--- config.mk ---
export PLATFORM = sky130hd
export DESIGN_NAME = nn_instr_sequencer
export DESIGN_NICKNAME = d
export VERILOG_FILES = /design/src/rtl/nn_seq_pkg.sv /design/src/rtl/nn_seq_loop_ctr.sv /design/src/rtl/nn_instr_sequencer.sv
export SDC_FILE = /design/constraint.sdc
export NUM_CORES = 1
export LEC_CHECK = 0
export CAP_MARGIN = 20
export CORE_MARGIN = 10
export CORE_UTILIZATION = 47
export DETAILED_ROUTE_END_ITERATION = 8
export GPL_TIMING_DRIVEN = 0
export HOLD_SLACK_MARGIN = 0.12
export PLACE_DENSITY = 0.71
export RECOVER_POWER = 50
export SLEW_MARGIN = 20
export SYNTH_ARGS = -nofsm -noshare
export SYNTH_HDL_FRONTEND = slang
export SYNTH_HIERARCHICAL = 1
export SYNTH_SLANG_ARGS = --single-unit
--- constraint.sdc ---
create_clock -name clk -period 6.45 [get_ports clk]
set_input_delay 0.645 -clock clk [delete_from_list [all_inputs] [get_ports clk]]
set_output_delay 0.645 -clock clk [all_outputs]
set_load 0.1 [all_outputs]
--- src/rtl/nn_seq_pkg.sv ---
// Shared opcodes, field widths and FSM state encoding
// for the NN instruction sequencer.
package nn_seq_pkg;

   localparam int OPC_W = 2;
   localparam int ARG_W = 6;

   localparam logic [OPC_W-1:0] OP_HALT = 2'b00;
   localparam logic [OPC_W-1:0] OP_EXEC = 2'b01;
   localparam logic [OPC_W-1:0] OP_JMP  = 2'b10;
   localparam logic [OPC_W-1:0] OP_CNT  = 2'b11;

   typedef enum logic [2:0] {
      S_IDLE,
      S_FETCH,
      S_DECODE,
      S_DISPATCH,
      S_HALTED
   } state_t;

endpackage

--- src/rtl/nn_seq_loop_ctr.sv ---
// Loop counter for SETCNT/DJNZ; taken means the
// DJNZ branch goes back to its target.
module nn_seq_loop_ctr #(
   parameter int CNT_W = 6
) (
   input  logic             clk,
   input  logic             rst_n,
   input  logic             load,
   input  logic             dec,
   input  logic [CNT_W-1:0] load_val,
   output logic             taken
);

   logic [CNT_W-1:0] cnt;

   assign taken = (cnt > CNT_W'(1));

   always_ff @(posedge clk or negedge rst_n) begin
      if (!rst_n)
         cnt <= '0;
      else if (load)
         cnt <= load_val;
      else if (dec)
         cnt <= taken ? cnt - 1'b1 : '0;
   end

endmodule

--- src/rtl/nn_instr_sequencer.sv ---
// Instruction fetch/sequence FSM for the NN core.
// Define SEQ_PERF_CNT_EN to add the retired_cnt port.
module nn_instr_sequencer
   import nn_seq_pkg::*;
#(
   parameter int PROG_DEPTH = 128,
   parameter int ADDR_W     = 8,
   parameter int CNT_W      = 6
) (
   input  logic              clk,
   input  logic              rst_n,
   input  logic              start,
   output logic [ADDR_W-1:0] instr_addr,
   output logic              instr_en,
   input  logic [7:0]        instr_data,
   output logic              cmd_valid,
   output logic [ARG_W-1:0]  cmd_arg,
   input  logic              cmd_ready,
   output logic              busy,
   output logic              done,
   output logic              error
`ifdef SEQ_PERF_CNT_EN
   ,
   output logic [15:0]       retired_cnt
`endif
);

   localparam logic [ADDR_W:0] DEPTH = (ADDR_W+1)'(PROG_DEPTH);

   state_t            state, state_n;
   logic [ADDR_W-1:0] pc, pc_n;
   logic [7:0]        ir, ir_n;
   logic [ARG_W-1:0]  arg_n;
   logic              cv_n, busy_n, done_n, err_n;
   logic              fault, retire, clr;
   logic              cnt_load, cnt_dec, cnt_taken;

   logic [OPC_W-1:0]  opc;
   logic [ARG_W-1:0]  arg;
   logic [ADDR_W:0]   pc_inc, jmp_tgt, djnz_tgt;
   logic              inc_flt, jmp_flt, djnz_flt;
   logic              is_setcnt, is_djnz;

   assign opc       = ir[7:6];
   assign arg       = ir[5:0];
   assign pc_inc    = {1'b0, pc} + 1'b1;
   assign jmp_tgt   = (ADDR_W+1)'(arg);
   assign djnz_tgt  = (ADDR_W+1)'(arg[4:0]);
   assign inc_flt   = (pc_inc >= DEPTH);
   assign jmp_flt   = (jmp_tgt >= DEPTH);
   assign djnz_flt  = (djnz_tgt >= DEPTH);
   assign is_setcnt = (opc == OP_CNT) && !arg[5];
   assign is_djnz   = (opc == OP_CNT) && arg[5];

   assign instr_en   = (state == S_FETCH);
   assign instr_addr = pc;

   nn_seq_loop_ctr #(.CNT_W(CNT_W)) u_loop (
      .clk      (clk),
      .rst_n    (rst_n),
      .load     (cnt_load),
      .dec      (cnt_dec),
      .load_val (CNT_W'(arg[4:0])),
      .taken    (cnt_taken)
   );

   always_comb begin
      state_n  = state;
      pc_n     = pc;
      ir_n     = ir;
      arg_n    = cmd_arg;
      cv_n     = cmd_valid;
      busy_n   = busy;
      done_n   = done;
      err_n    = error;
      fault    = 1'b0;
      retire   = 1'b0;
      clr      = 1'b0;
      cnt_load = 1'b0;
      cnt_dec  = 1'b0;
      unique case (state)
         S_IDLE, S_HALTED: begin
            if (start) begin
               pc_n    = '0;
               done_n  = 1'b0;
               err_n   = 1'b0;
               busy_n  = 1'b1;
               clr     = 1'b1;
               state_n = S_FETCH;
            end
         end
         S_FETCH: begin
            ir_n    = instr_data;
            state_n = S_DECODE;
         end
         S_DECODE: begin
            unique case (1'b1)
               opc == OP_HALT: begin
                  busy_n  = 1'b0;
                  done_n  = 1'b1;
                  state_n = S_HALTED;
               end
               opc == OP_EXEC: begin
                  arg_n   = arg;
                  cv_n    = 1'b1;
                  state_n = S_DISPATCH;
               end
               opc == OP_JMP: begin
                  fault   = jmp_flt;
                  pc_n    = jmp_tgt[ADDR_W-1:0];
                  retire  = !jmp_flt;
                  state_n = S_FETCH;
               end
               is_setcnt: begin
                  fault    = inc_flt;
                  cnt_load = !inc_flt;
                  pc_n     = pc_inc[ADDR_W-1:0];
                  retire   = !inc_flt;
                  state_n  = S_FETCH;
               end
               is_djnz: begin
                  fault   = cnt_taken ? djnz_flt : inc_flt;
                  cnt_dec = !fault;
                  pc_n    = cnt_taken ? djnz_tgt[ADDR_W-1:0]
                                      : pc_inc[ADDR_W-1:0];
                  retire  = !fault;
                  state_n = S_FETCH;
               end
               default: ;
            endcase
         end
         S_DISPATCH: begin
            if (cmd_ready) begin
               cv_n    = 1'b0;
               fault   = inc_flt;
               pc_n    = pc_inc[ADDR_W-1:0];
               retire  = !inc_flt;
               state_n = S_FETCH;
            end
         end
         default: state_n = S_IDLE;
      endcase
      // a fault overrides whatever the opcode chose
      if (fault) begin
         pc_n    = pc;
         busy_n  = 1'b0;
         done_n  = 1'b0;
         err_n   = 1'b1;
         state_n = S_HALTED;
      end
   end

   always_ff @(posedge clk or negedge rst_n) begin
      if (!rst_n) begin
         state     <= S_IDLE;
         pc        <= '0;
         ir        <= '0;
         cmd_arg   <= '0;
         cmd_valid <= 1'b0;
         busy      <= 1'b0;
         done      <= 1'b0;
         error     <= 1'b0;
      end else begin
         state     <= state_n;
         pc        <= pc_n;
         ir        <= ir_n;
         cmd_arg   <= arg_n;
         cmd_valid <= cv_n;
         busy      <= busy_n;
         done      <= done_n;
         error     <= err_n;
      end
   end

`ifdef SEQ_PERF_CNT_EN
   always_ff @(posedge clk or negedge rst_n) begin
      if (!rst_n)
         retired_cnt <= '0;
      else if (clr)
         retired_cnt <= '0;
      else if (retire && retired_cnt != 16'hFFFF)
         retired_cnt <= retired_cnt + 1'b1;
   end
`else
   logic unused_perf;
   assign unused_perf = clr ^ retire;
`endif

endmodule

==> out/metrics.csv <==
stage;metric;value;unit
run;max cap viols;1;
cells_and_area;design area;2440;um2
floorplanning;Die ar.;7200;um2
logic_synthesis;Post-synth ARST share;1.00;
timing;setup_tns;0;ns
cts;htree depth;2;
cts;CTS tree;built;
cells_and_area;most frequent cells in the layout;dfrtp_1 (35), clkdlybuf4s50_1 (29), mux2_2 (15), nand2_1 (14);
cells_and_area;Layout Cells excl Fill;273;
timing;Final min period;3.63;ns
logic_synthesis;sequential element share of the synthesized area;0.443;
logic_synthesis;Syn Inst Count;184;
route;Avg WL per Cell;16.2;um
cells_and_area;Syn-to-layout area delta;23.2;%
grt;vias in the first global route;1652;
status;failing checks;max-capacitance violations, max-slew violations;
logic_synthesis;Yosys reg bits;35;
min_path;Hold WC Path Type;in -> async;
timing;Slew @ Worst Pin;1.68;ns
logic_synthesis;Synth Area per Inst;10.7;um2
cells_and_area;share of cells above drive strength 1;0.188;
route;Initial DRC Count;81;
timing;Max-slew headroom;-0.118;
grt;gr busiest metal;met2;
grt;met3 Use GR;0.0526;
place;placed insts;265;
timing;Max Transition Viols Final;33;
worst_setup_path;Crit. End Element;primary output;
floorplanning;I/O pin count;31;
floorplanning;Chip Height;84.9;um
grt;grt total ovfl;0;
cts;CTS sink cnt;35;
place;Post-Place Cell Area;2350;um2
grt;grt met1 use;0.151;
route;Residual DRC;0;
route;DR vias;1571;
grt;first-pass GRT wire length;7710;um
cts;Hold Buf Count CTS;0;
place;routability cong.;0.835;
cts;post-CTS sizing;0;
worst_setup_path;Worst Path Required;5.80;ns
logic_synthesis;EDFF count, synth;0;
place;Buffers on Ports;30;
floorplanning;DIE WIDTH;84.9;um
route;total wire length;4410;um
timing;period utilization;0.562;
cells_and_area;Final nets;237;
place;DPL Wire Length;3380;um
grt;initial antenna violation count;0;
floorplanning;Core ar.;4030;um2
worst_setup_path;CP Class;reg -> out;
logic_synthesis;count of yosys warnings during synthesis;6;
cts;clock root buffer;clkbuf_8;
logic_synthesis;Mapped Nets;199;
cells_and_area;most common cell after layout, fill and taps aside;dfrtp_1;
timing;RSZ-0062 raised after global routing;no;
grt;met2 Usage GRT;0.202;
worst_setup_path;reg-to-reg slack, setup;3.77;ns
worst_setup_path;CP Max Fanout;10;
cts;clock-pin slew on the worst setup and hold paths;0.07;ns
route;vias per cell;5.75;
cells_and_area;Ant. Diodes;0;
route;Antenna Nets Post-Route;0;
timing;skew final;0.00572;ns
timing;final hold vios;0;
cts;clock buffer count from CTS;5;
timing;Final setup viols;0;
worst_setup_path;Setup crit start kind;register;
floorplanning;# rows;23;
timing;Fmax;276;MHz
status;status;finished with violations;
cts;Max clock buf depth;2;
route;DR pass1 iterations;4;
floorplanning;Initial Utilization;0.491;
cts;Clock Latency Late Sink;0.28;ns
logic_synthesis;Synth Flop Type;dfrtp_1;
worst_setup_path;Worst Path Arrival;2.98;ns
logic_synthesis;Netlist cell types;54;
logic_synthesis;post-synthesis instance area;1980;um2
cells_and_area;Final Core Density;0.605;
cts;Setup Fix Bufs, Post-CTS;0;
grt;GRT Util Overall;0.126;
grt;largest net degree at the start of global routing;33;
==> cell type report <==
type | count | area, um2
Inverter | 8 | 30.0
Clock buffer | 8 | 100
Sequential cell | 35 | 876
Multi-Input combinational cell | 134 | 1020
Tap cell | 50 | 62.6
Timing Repair Buffer | 31 | 298
Fill cell | 336 | 1590
Buffer | 7 | 50.0
==> worst max-delay path: stages, from the launching register on <==
cell             delay, ns
dfrtp_1               0.46
clkbuf_1              0.38
nor3b_1               0.23
clkbuf_1              0.40
clkdlybuf4s50_1       1.23
==> flip-flops by register name, summed over array words and instances (netlist names) <==
signal,flops
instr_addr,8
cmd_valid,1
error,1
busy,1
ir,8
done,1
u_loop/cnt,6
state,3
cmd_arg,6
==> Yosys cell counts (3+ instances only) <==
| library cell | count | area (um2) |
|---|---|---|
| nor3b_1 | 5 | 37.5 |
| ha_1 | 3 | 37.5 |
| nor2b_1 | 5 | 31.3 |
| o21ai_1 | 11 | 55.1 |
| nand3_1 | 4 | 20.0 |
| nor3_1 | 5 | 25.0 |
| dfrtp_1 | 35 | 876 |
| mux2_2 | 15 | 169 |
| inv_1 | 8 | 30.0 |
| nor2_1 | 9 | 33.8 |
| o21ai_0 | 4 | 20.0 |
| nand2_1 | 14 | 52.6 |
| a21oi_1 | 11 | 55.1 |
| o31ai_1 | 4 | 30.0 |
==> through the flow <==
stage | setup WS [ns] | hold slack, ns
2_1_floorplan | 3.45 | 0.349
3_3_place_gp | 3.38 | 0.459
4_1_cts | 3.04 | 0.152
5_1_grt | 2.65 | 0.165
3_5_place_dp | 3.37 | 0.464
6_report | 2.82 | 0.162
==> routing by layer <==
metal  part of all wire  wire [um]
met1               0.44       1950
met2               0.47       2090
met3              0.074        327
met4              0.010         46
met5                  0          0
==> worst paths after layout <==
kind,startpoint,end,cells after the start
hold / removal,rst_n,instr_addr[6],1
setup reg to reg,instr_addr[0],u_loop/cnt[4],7
max in group asynchronous,rst_n,instr_addr[2],2
setup / recovery,state[0],instr_en,4
hold reg to reg,error,error,2
min in group clk,error,error,2
==> kinds of logic (layout without fill, tap and decap cells) <==
family | count (synthesis) | count (layout) | share of synthesized area
simple gates | 64 | 64 | 0.205
compound gates | 47 | 47 | 0.184
flops | 35 | 35 | 0.443
fa+ha+maj | 3 | 3 | 0.0190
buf+inv | 15 | 54 | 0.0411
xor+xnor | 1 | 1 | 0.00443
mux | 18 | 18 | 0.101
other cells | 1 | 1 | 0.00190
Power is not shown: default switching activity piles up to over one toggle a cycle in this logic, so the estimate is an artifact.
